[src/rtl/cm_ahb_pkg.sv]
// AHB-Lite encodings and request-stage state type shared by the matrix master-side logic.
package cm_ahb_pkg;

    typedef enum logic [1:0] {
        HT_IDLE   = 2'b00,
        HT_BUSY   = 2'b01,
        HT_NONSEQ = 2'b10,
        HT_SEQ    = 2'b11
    } htrans_e;

    localparam logic [2:0] HB_INCR  = 3'b001;
    localparam logic [2:0] HB_INCR4 = 3'b011;

    localparam logic HR_OKAY  = 1'b0;
    localparam logic HR_ERROR = 1'b1;

    typedef enum logic [1:0] {
        ST_IDLE,
        ST_PEND,
        ST_DATA
    } state_e;

    // NONSEQ and SEQ both carry a real transfer; IDLE and BUSY do not.
    function automatic logic ht_active(input logic [1:0] t);
        return t[1];
    endfunction

endpackage

[src/rtl/cm_mst_req_stage_if.sv]
// Master-side AHB-Lite bus seen by one matrix request stage, plus the external slave decode.
interface cm_mst_req_stage_if #(
    parameter int NUM_SLV = 2,
    parameter int AW      = 32,
    parameter int DW      = 32
);
    logic               hsel;
    logic [NUM_SLV-1:0] hsel_dec;
    logic [AW-1:0]      haddr;
    logic [1:0]         htrans;
    logic               hwrite;
    logic [2:0]         hsize;
    logic [2:0]         hburst;
    logic [3:0]         hprot;
    logic               hmastlock;
    logic [DW-1:0]      hwdata;
    logic               hready;
    logic               hreadyout;
    logic               hresp;
    logic [DW-1:0]      hrdata;

    modport master (
        output hsel, hsel_dec, haddr, htrans, hwrite, hsize, hburst, hprot, hmastlock, hwdata,
        input  hready, hreadyout, hresp, hrdata
    );

    modport slave (
        input  hsel, hsel_dec, haddr, htrans, hwrite, hsize, hburst, hprot, hmastlock, hwdata,
        input  hready,
        output hreadyout, hresp, hrdata
    );
endinterface

[src/rtl/cm_resp_mux.sv]
// One-hot selection of the data-phase slave's ready/response/read data; all-zero select yields zeros.
module cm_resp_mux #(
    parameter int NUM_SLV = 2,
    parameter int DW      = 32
) (
    input  logic [NUM_SLV-1:0]    sel,
    input  logic [NUM_SLV-1:0]    s_hreadyout,
    input  logic [NUM_SLV-1:0]    s_hresp,
    input  logic [NUM_SLV*DW-1:0] s_hrdata,
    output logic                  hreadyout,
    output logic                  hresp,
    output logic [DW-1:0]         hrdata
);

    always_comb begin
        hreadyout = 1'b0;
        hresp     = 1'b0;
        hrdata    = '0;
        for (int i = 0; i < NUM_SLV; i++) begin
            if (sel[i]) begin
                hreadyout = hreadyout | s_hreadyout[i];
                hresp     = hresp | s_hresp[i];
                hrdata    = hrdata | s_hrdata[i*DW +: DW];
            end
        end
    end

endmodule

[src/rtl/cm_mst_req_stage.sv]
// Master-side request stage: latches an address phase, requests the target slave's arbiter,
// issues on grant and routes the slave's data-phase response back to the master.
module cm_mst_req_stage
    import cm_ahb_pkg::*;
#(
    parameter int NUM_SLV = 2,
    parameter int AW      = 32,
    parameter int DW      = 32
) (
    input  logic                  clk,
    input  logic                  rst,
    cm_mst_req_stage_if.slave     mst,
    output logic [NUM_SLV-1:0]    req,
    output logic                  lock,
    input  logic [NUM_SLV-1:0]    gnt,
    output logic [AW-1:0]         o_haddr,
    output logic [1:0]            o_htrans,
    output logic                  o_hwrite,
    output logic [2:0]            o_hsize,
    output logic [2:0]            o_hburst,
    output logic [3:0]            o_hprot,
    output logic                  o_hmastlock,
    output logic [DW-1:0]         o_hwdata,
    input  logic [NUM_SLV-1:0]    s_hreadyout,
    input  logic [NUM_SLV-1:0]    s_hresp,
    input  logic [NUM_SLV*DW-1:0] s_hrdata
);

    state_e             state_p0;
    logic [NUM_SLV-1:0] tgt_p0;
    logic [NUM_SLV-1:0] dslv_p0;
    logic [AW-1:0]      haddr_p0;
    logic [1:0]         htrans_p0;
    logic               hwrite_p0;
    logic [2:0]         hsize_p0;
    logic [2:0]         hburst_p0;
    logic [3:0]         hprot_p0;
    logic               hmastlock_p0;
    logic               seq_ok_p0;
    logic               brk_p0;
    logic               err2_p0;

    logic               mux_rdy;
    logic               mux_resp;
    logic [DW-1:0]      mux_rdata;
    logic [NUM_SLV-1:0] mux_sel;
    logic               local_err;
    logic               done;
    logic               accept;
    logic               issue;
    logic               fwd_seq;

    assign mux_sel = (state_p0 == ST_DATA) ? dslv_p0 : '0;

    cm_resp_mux #(
        .NUM_SLV (NUM_SLV),
        .DW      (DW)
    ) u_resp_mux (
        .sel         (mux_sel),
        .s_hreadyout (s_hreadyout),
        .s_hresp     (s_hresp),
        .s_hrdata    (s_hrdata),
        .hreadyout   (mux_rdy),
        .hresp       (mux_resp),
        .hrdata      (mux_rdata)
    );

    // A data phase with no slave selected is the locally generated two-cycle ERROR.
    assign local_err = (state_p0 == ST_DATA) && (dslv_p0 == '0);
    assign done      = (state_p0 == ST_DATA) && (local_err ? err2_p0 : mux_rdy);
    assign accept    = mst.hready && mst.hsel && ht_active(mst.htrans)
                       && ((state_p0 == ST_IDLE) || done);
    assign issue     = (state_p0 == ST_PEND) && ((gnt & tgt_p0) != '0);
    assign fwd_seq   = (htrans_p0 == HT_SEQ) && seq_ok_p0;

    always_comb begin
        mst.hreadyout = 1'b1;
        mst.hresp     = HR_OKAY;
        mst.hrdata    = mux_rdata;
        case (state_p0)
            ST_PEND: mst.hreadyout = 1'b0;
            ST_DATA: begin
                mst.hreadyout = local_err ? err2_p0 : mux_rdy;
                mst.hresp     = local_err ? HR_ERROR : mux_resp;
            end
            default: ;
        endcase
    end

    assign req         = (state_p0 == ST_PEND) ? tgt_p0 : '0;
    assign lock        = (state_p0 != ST_IDLE) && hmastlock_p0;
    assign o_haddr     = haddr_p0;
    assign o_hwrite    = hwrite_p0;
    assign o_hsize     = hsize_p0;
    assign o_hprot     = hprot_p0;
    assign o_hmastlock = hmastlock_p0;
    assign o_htrans    = !issue ? HT_IDLE : (fwd_seq ? HT_SEQ : HT_NONSEQ);
    // Once a burst has been broken by a slave switch its remaining beats stay undefined-length.
    assign o_hburst    = ((htrans_p0 == HT_SEQ) && (!fwd_seq || brk_p0)) ? HB_INCR : hburst_p0;
    assign o_hwdata    = (state_p0 == ST_DATA) ? mst.hwdata : '0;

    always_ff @(posedge clk) begin
        if (rst) begin
            state_p0     <= ST_IDLE;
            tgt_p0       <= '0;
            dslv_p0      <= '0;
            haddr_p0     <= '0;
            htrans_p0    <= HT_IDLE;
            hwrite_p0    <= 1'b0;
            hsize_p0     <= '0;
            hburst_p0    <= '0;
            hprot_p0     <= '0;
            hmastlock_p0 <= 1'b0;
            seq_ok_p0    <= 1'b0;
            brk_p0       <= 1'b0;
            err2_p0      <= 1'b0;
        end else begin
            case (state_p0)
                ST_PEND: begin
                    if (issue) begin
                        dslv_p0  <= tgt_p0;
                        state_p0 <= ST_DATA;
                        if (htrans_p0 == HT_NONSEQ) brk_p0 <= 1'b0;
                        else if (!fwd_seq)          brk_p0 <= 1'b1;
                    end
                end
                ST_DATA: begin
                    if (local_err) err2_p0 <= 1'b1;
                    if (done)      state_p0 <= ST_IDLE;
                end
                default: ;
            endcase

            // Accept stage: capture the master's address phase, overriding the state update above.
            if (accept) begin
                haddr_p0     <= mst.haddr;
                htrans_p0    <= mst.htrans;
                hwrite_p0    <= mst.hwrite;
                hsize_p0     <= mst.hsize;
                hburst_p0    <= mst.hburst;
                hprot_p0     <= mst.hprot;
                hmastlock_p0 <= mst.hmastlock;
                tgt_p0       <= mst.hsel_dec;
                seq_ok_p0    <= done && !local_err && (mst.hsel_dec == dslv_p0);
                err2_p0      <= 1'b0;
                if (mst.hsel_dec == '0) begin
                    dslv_p0  <= '0;
                    state_p0 <= ST_DATA;
                end else begin
                    state_p0 <= ST_PEND;
                end
            end
        end
    end

endmodule

[src/flat_wrapper.sv]
// flat-port wrapper written by rule: the top's interface ports become plain ports
module cm_mst_req_stage_flat import cm_ahb_pkg::*;
#(
    parameter int NUM_SLV = 2,
    parameter int AW      = 32,
    parameter int DW      = 32
)
  (clk, rst, req, lock, gnt, o_haddr, o_htrans, o_hwrite, o_hsize, o_hburst, o_hprot, o_hmastlock, o_hwdata, s_hreadyout, s_hresp, s_hrdata, mst_hsel, mst_hsel_dec, mst_haddr, mst_htrans, mst_hwrite, mst_hsize, mst_hburst, mst_hprot, mst_hmastlock, mst_hwdata, mst_hready, mst_hreadyout, mst_hresp, mst_hrdata);
  cm_mst_req_stage_if #(.NUM_SLV(NUM_SLV), .AW(AW), .DW(DW)) mst_i ();
  input  logic clk;
  input  logic rst;
  output logic [NUM_SLV-1:0] req;
  output logic lock;
  input  logic [NUM_SLV-1:0] gnt;
  output logic [AW-1:0] o_haddr;
  output logic [1:0] o_htrans;
  output logic o_hwrite;
  output logic [2:0] o_hsize;
  output logic [2:0] o_hburst;
  output logic [3:0] o_hprot;
  output logic o_hmastlock;
  output logic [DW-1:0] o_hwdata;
  input  logic [NUM_SLV-1:0] s_hreadyout;
  input  logic [NUM_SLV-1:0] s_hresp;
  input  logic [NUM_SLV*DW-1:0] s_hrdata;
  input wire logic [$bits(mst_i.hsel)-1:0] mst_hsel;
  input wire logic [$bits(mst_i.hsel_dec)-1:0] mst_hsel_dec;
  input wire logic [$bits(mst_i.haddr)-1:0] mst_haddr;
  input wire logic [$bits(mst_i.htrans)-1:0] mst_htrans;
  input wire logic [$bits(mst_i.hwrite)-1:0] mst_hwrite;
  input wire logic [$bits(mst_i.hsize)-1:0] mst_hsize;
  input wire logic [$bits(mst_i.hburst)-1:0] mst_hburst;
  input wire logic [$bits(mst_i.hprot)-1:0] mst_hprot;
  input wire logic [$bits(mst_i.hmastlock)-1:0] mst_hmastlock;
  input wire logic [$bits(mst_i.hwdata)-1:0] mst_hwdata;
  input wire logic [$bits(mst_i.hready)-1:0] mst_hready;
  output wire logic [$bits(mst_i.hreadyout)-1:0] mst_hreadyout;
  output wire logic [$bits(mst_i.hresp)-1:0] mst_hresp;
  output wire logic [$bits(mst_i.hrdata)-1:0] mst_hrdata;
  assign mst_i.hsel = mst_hsel;
  assign mst_i.hsel_dec = mst_hsel_dec;
  assign mst_i.haddr = mst_haddr;
  assign mst_i.htrans = mst_htrans;
  assign mst_i.hwrite = mst_hwrite;
  assign mst_i.hsize = mst_hsize;
  assign mst_i.hburst = mst_hburst;
  assign mst_i.hprot = mst_hprot;
  assign mst_i.hmastlock = mst_hmastlock;
  assign mst_i.hwdata = mst_hwdata;
  assign mst_i.hready = mst_hready;
  assign mst_hreadyout = mst_i.hreadyout;
  assign mst_hresp = mst_i.hresp;
  assign mst_hrdata = mst_i.hrdata;
  cm_mst_req_stage #(.NUM_SLV(NUM_SLV), .AW(AW), .DW(DW)) u_core (.clk(clk), .rst(rst), .mst(mst_i), .req(req), .lock(lock), .gnt(gnt), .o_haddr(o_haddr), .o_htrans(o_htrans), .o_hwrite(o_hwrite), .o_hsize(o_hsize), .o_hburst(o_hburst), .o_hprot(o_hprot), .o_hmastlock(o_hmastlock), .o_hwdata(o_hwdata), .s_hreadyout(s_hreadyout), .s_hresp(s_hresp), .s_hrdata(s_hrdata));
endmodule
[config.mk]
export PLATFORM = sky130hd
export DESIGN_NAME = cm_mst_req_stage_flat
export DESIGN_NICKNAME = d
export VERILOG_FILES = /design/src/rtl/cm_ahb_pkg.sv /design/src/rtl/cm_mst_req_stage_if.sv /design/src/rtl/cm_resp_mux.sv /design/src/rtl/cm_mst_req_stage.sv /design/src/flat_wrapper.sv
export SDC_FILE = /design/constraint.sdc
export NUM_CORES = 1
export LEC_CHECK = 0
export CAP_MARGIN = 20
export CORE_ASPECT_RATIO = 0.9
export CORE_MARGIN = 10
export CORE_UTILIZATION = 31
export CTS_BUF_LIST = sky130_fd_sc_hd__clkbuf_8
export CTS_CLUSTER_SIZE = 25
export DETAILED_ROUTE_END_ITERATION = 10
export GPL_TIMING_DRIVEN = 0
export PLACE_DENSITY = 0.8
export SYNTH_ARGS = -nofsm -noshare
export SYNTH_HDL_FRONTEND = slang
export SYNTH_HIERARCHICAL = 1
export SYNTH_SLANG_ARGS = --single-unit
[constraint.sdc]
create_clock -name clk -period 3.2 [get_ports clk]
set_input_delay 0.64 -clock clk [delete_from_list [all_inputs] [get_ports clk]]
set_output_delay 0.64 -clock clk [all_outputs]
set_load 0.03 [all_outputs]
==> impl_metrics.ini, run 1 <==
[clock_tree]
root_buffer = clkbuf_8
holdBufCountCts = 0
cts_htree_levels = 2
cts_tree = built
cts.clk_slew.worst_paths_ns = 0.10
clock_latency_ns = 0.31
clock_path_buffers = 2
cts.sinks = 55
cts_buffers = 5

[global_routing]
grt-ovfl-total = 0
grt_pass1_wl_mm = 23.19
grt_max_degree = 18
grt_pass1_vias = 3616
grtUsageTotal_pct = 23.21
antenna_found_initial = 0

[logic_synthesis]
yosysMostFrequentCell = nand2_1
netlist_top_cells_count = nand2_1, dfxtp_1, a21oi_1, and2_1, a22o_1
syn_area_per_cell_sq_um = 7.733
yosys_warnings = 6
synth.cell_area_sq_um = 2745
synth_mux_area_share_pct = 0
synth_cells = 355
synthSimpleGateAreaFrac_pct = 27.26
synth_adder_area_share_pct = 0
yosysSeqAreaShare_pct = 40.11
synth_flop_cell = dfxtp_1
syn-num-nets = 509
synth_top_area_share_pct = 40.11
yosysTopAreaCell = dfxtp_1
synthXorXnorAreaFrac_pct = 0.6381
synth-seq-cells = 55
synthArstFlopShare_pct = 0
synth_edf_count = 0
yosysUniqueCellTypes = 33
synth.area.top_cells = dfxtp_1, nand2_1, a21oi_1
synth_top_family_by_area = simple AND/OR/NAND/NOR gates
synth_compound_area_share_pct = 24.66

[power_and_ir_drop]
p_per_area_nw_per_um2 = 274.4
p_leak_nw = 2.055
ir_worst_vdd_v = 0.0002310

[placed_design]
place.gp.congestion = 0.8958
dp_hpwl_mm = 13.61
dp_slack_ns = -0.3939
portBuffers = 268

[timing]
slew_viol_final = 0
hold_slack_ns = 0.4578
max_slew_margin_pct = 65.94
final-setup-viol-count = 0
tns_ns = 0
post-route-min-period_ns = 3.015
fmax_mhz = 331.6
rsz0062_at_grt = false
worst_slew_pin_slew_ns = 0.5109
fin_skew_ns = 0.008552
final_hold_viol_count = 0
fin_crit_sh_pct = 94.23
layout_setup_ws_ns = 0.1845

[floorplanning]
start_util_pct = 31.89
rows = 32
dieWidth_microns = 119.2
core_area_sq_um = 8608
ioPinCount = 269
dieHeight_microns = 109.3
die_area_sq_um = 13020

[layout]
fin_util_pct = 66.10
layout-drive-gt1-share_pct = 5.380
area_growth_pct = 107.3
diodes = 0
multi_input_area_sq_um = 1450
register_area_sq_um = 1102
fin_nets = 786
fillers = 733

[setup_path]
path_cells = clkdlybuf4s50_1 > nand2_1 > a21o_1 > inv_1 > buf_4 > clkdlybuf4s50_1
worstSetupPathType = input port to output port
max_stage_delay_ns = 0.69
path_common_cell = clkdlybuf4s50_1
regToRegSetupSlack_ns = 0.74
worstSetupEndpointType = output port
crit_path_start_kind = input port
crit_buf_inv = 4
critPathMaxFanout = 4
arrival_ns = 2.38
crit_slowest_cell = clkdlybuf4s50_1
required_ns = 2.56
cp_top_family = buffers and inverters

[flow_run]
maxCapViolCount = 0

[drt]
vias = 3644
via_per_inst = 4.852
drt_iter0_drc = 224
wl_per_cell_microns = 21.18
drtPass1Iterations = 5
antenna_left = 0
route.detailed.drc = 0
drt-total-wl_mm = 15.91

[status]
outcome = completed

[worst_hold_path]
holdCritPathClass = flip-flop to flip-flop
==> metrics by stage <==
step / instance area, sq um / total power [W] / cells
floorplan: 2745 / 0.0008851 / 355
global placement: 5577 / 0.001173 / 742
detailed placement: 5577 / 0.001181 / 742
CTS: 5673 / 0.001575 / 749
global route: 5690 / 0.001634 / 751
finish: 5690 / 0.001562 / 751
==> where the power goes <==
group | switching [W] | leakage (nW) | internal (W)
Combinational | 0.000192 | 1.57 | 0.000256
Clock | 0.000237 | 0.0406 | 0.000153
Sequential | 0.0000149 | 0.447 | 0.000708
==> registers in the layout (all words and copies together) (netlist names) <==
register,flops
u_core/o_hsize,3
u_core/o_hwrite,1
u_core/seq_ok_p0,1
u_core/brk_p0,1
u_core/state_p0,2
u_core/tgt_p0,2
u_core/o_hprot,4
u_core/htrans_p0,2
u_core/o_haddr,32
u_core/o_hmastlock,1
u_core/err2_p0,1
u_core/hburst_p0,3
u_core/dslv_p0,2
==> repair_timing <==
action,4_1_cts,5_1_grt
setup endpoints to repair,34,19
setup buffers,0,3
resized for setup,7,0
==> layer usage <==
metal	share of wire [%]	vias to the layer above	global-route usage, %	wire length [microns]
met2	50	177	40.73	7910
met1	40	1704	27.14	6316
met4	1.3	0	4.007	214
li1	-	1749	-	-
met5	0	-	0	0
met3	9.2	14	8.217	1464
==> logic make-up (layout without fill, tap and decap cells) <==
| family | count (synthesis) | after routing |
|---|---|---|
| simple gates | 163 | 163 |
| compound gates | 102 | 102 |
| flops | 55 | 55 |
| buf+inv | 33 | 310 |
| xor+xnor | 2 | 2 |
==> layout by cell type, fill, tap and decap left out, drive strengths merged, types with 3 or more instances in the layout <==
cell	Yosys	final
clkdlybuf4s50	0	267
nand2	103	103
dfxtp	55	55
a21oi	53	53
and2	37	37
a22o	34	34
clkbuf	14	18
buf	15	18
nor2	6	6
inv	4	5
nor2b	4	4
nand2b	3	3
o21ai	3	3
==> final timing paths <==
path / endpoint / start / cells after the start
hold / removal: u_core/o_haddr[5]$_SDFFE_PP0P_ / u_core/o_haddr[5]$_SDFFE_PP0P_ / 2
setup reg to reg: u_core/o_haddr[16]$_SDFFE_PP0P_ / u_core/state_p0[0]$_SDFFE_PP0P_ / 10
setup / recovery: o_htrans[1] / gnt[0] / 6
hold reg to reg: u_core/o_haddr[5]$_SDFFE_PP0P_ / u_core/o_haddr[5]$_SDFFE_PP0P_ / 2
==> worst register-to-register path, delay by kind of cell, from the launching register on <==
kind,cells,cell delay [ns]
flip-flops,1,0.52
AO/OA/AOI/OAI,4,0.82
AND/OR/NAND/NOR,3,0.40
buffers and inverters,3,0.65
==> area by class of cell <==
| cell class | count | share of cell area, % |
|---|---|---|
| plain buffers | 28 | 3.210 |
| clock buffers | 5 | 1.209 |
| repair buffers | 271 | 47.56 |
| inverters | 4 | 0.2639 |
| clock inverters | 2 | 0.2858 |
| multi-input cells | 267 | 25.48 |
| well taps | 119 | 2.617 |
| flip-flops and latches | 55 | 19.37 |
Note: power is estimated with default switching activity, not from simulation.
==> run 2: changes to the inputs <==
Settings changed: CTS_BUF_LIST sky130_fd_sc_hd__clkbuf_8 to sky130_fd_sc_hd__clkbuf_2 sky130_fd_sc_hd__clkbuf_4 sky130_fd_sc_hd__clkbuf_8, CTS_CLUSTER_SIZE 25 to 14.
==> results of run 2 <==
Final layout, timing and power as in run 1 (identical DEF).
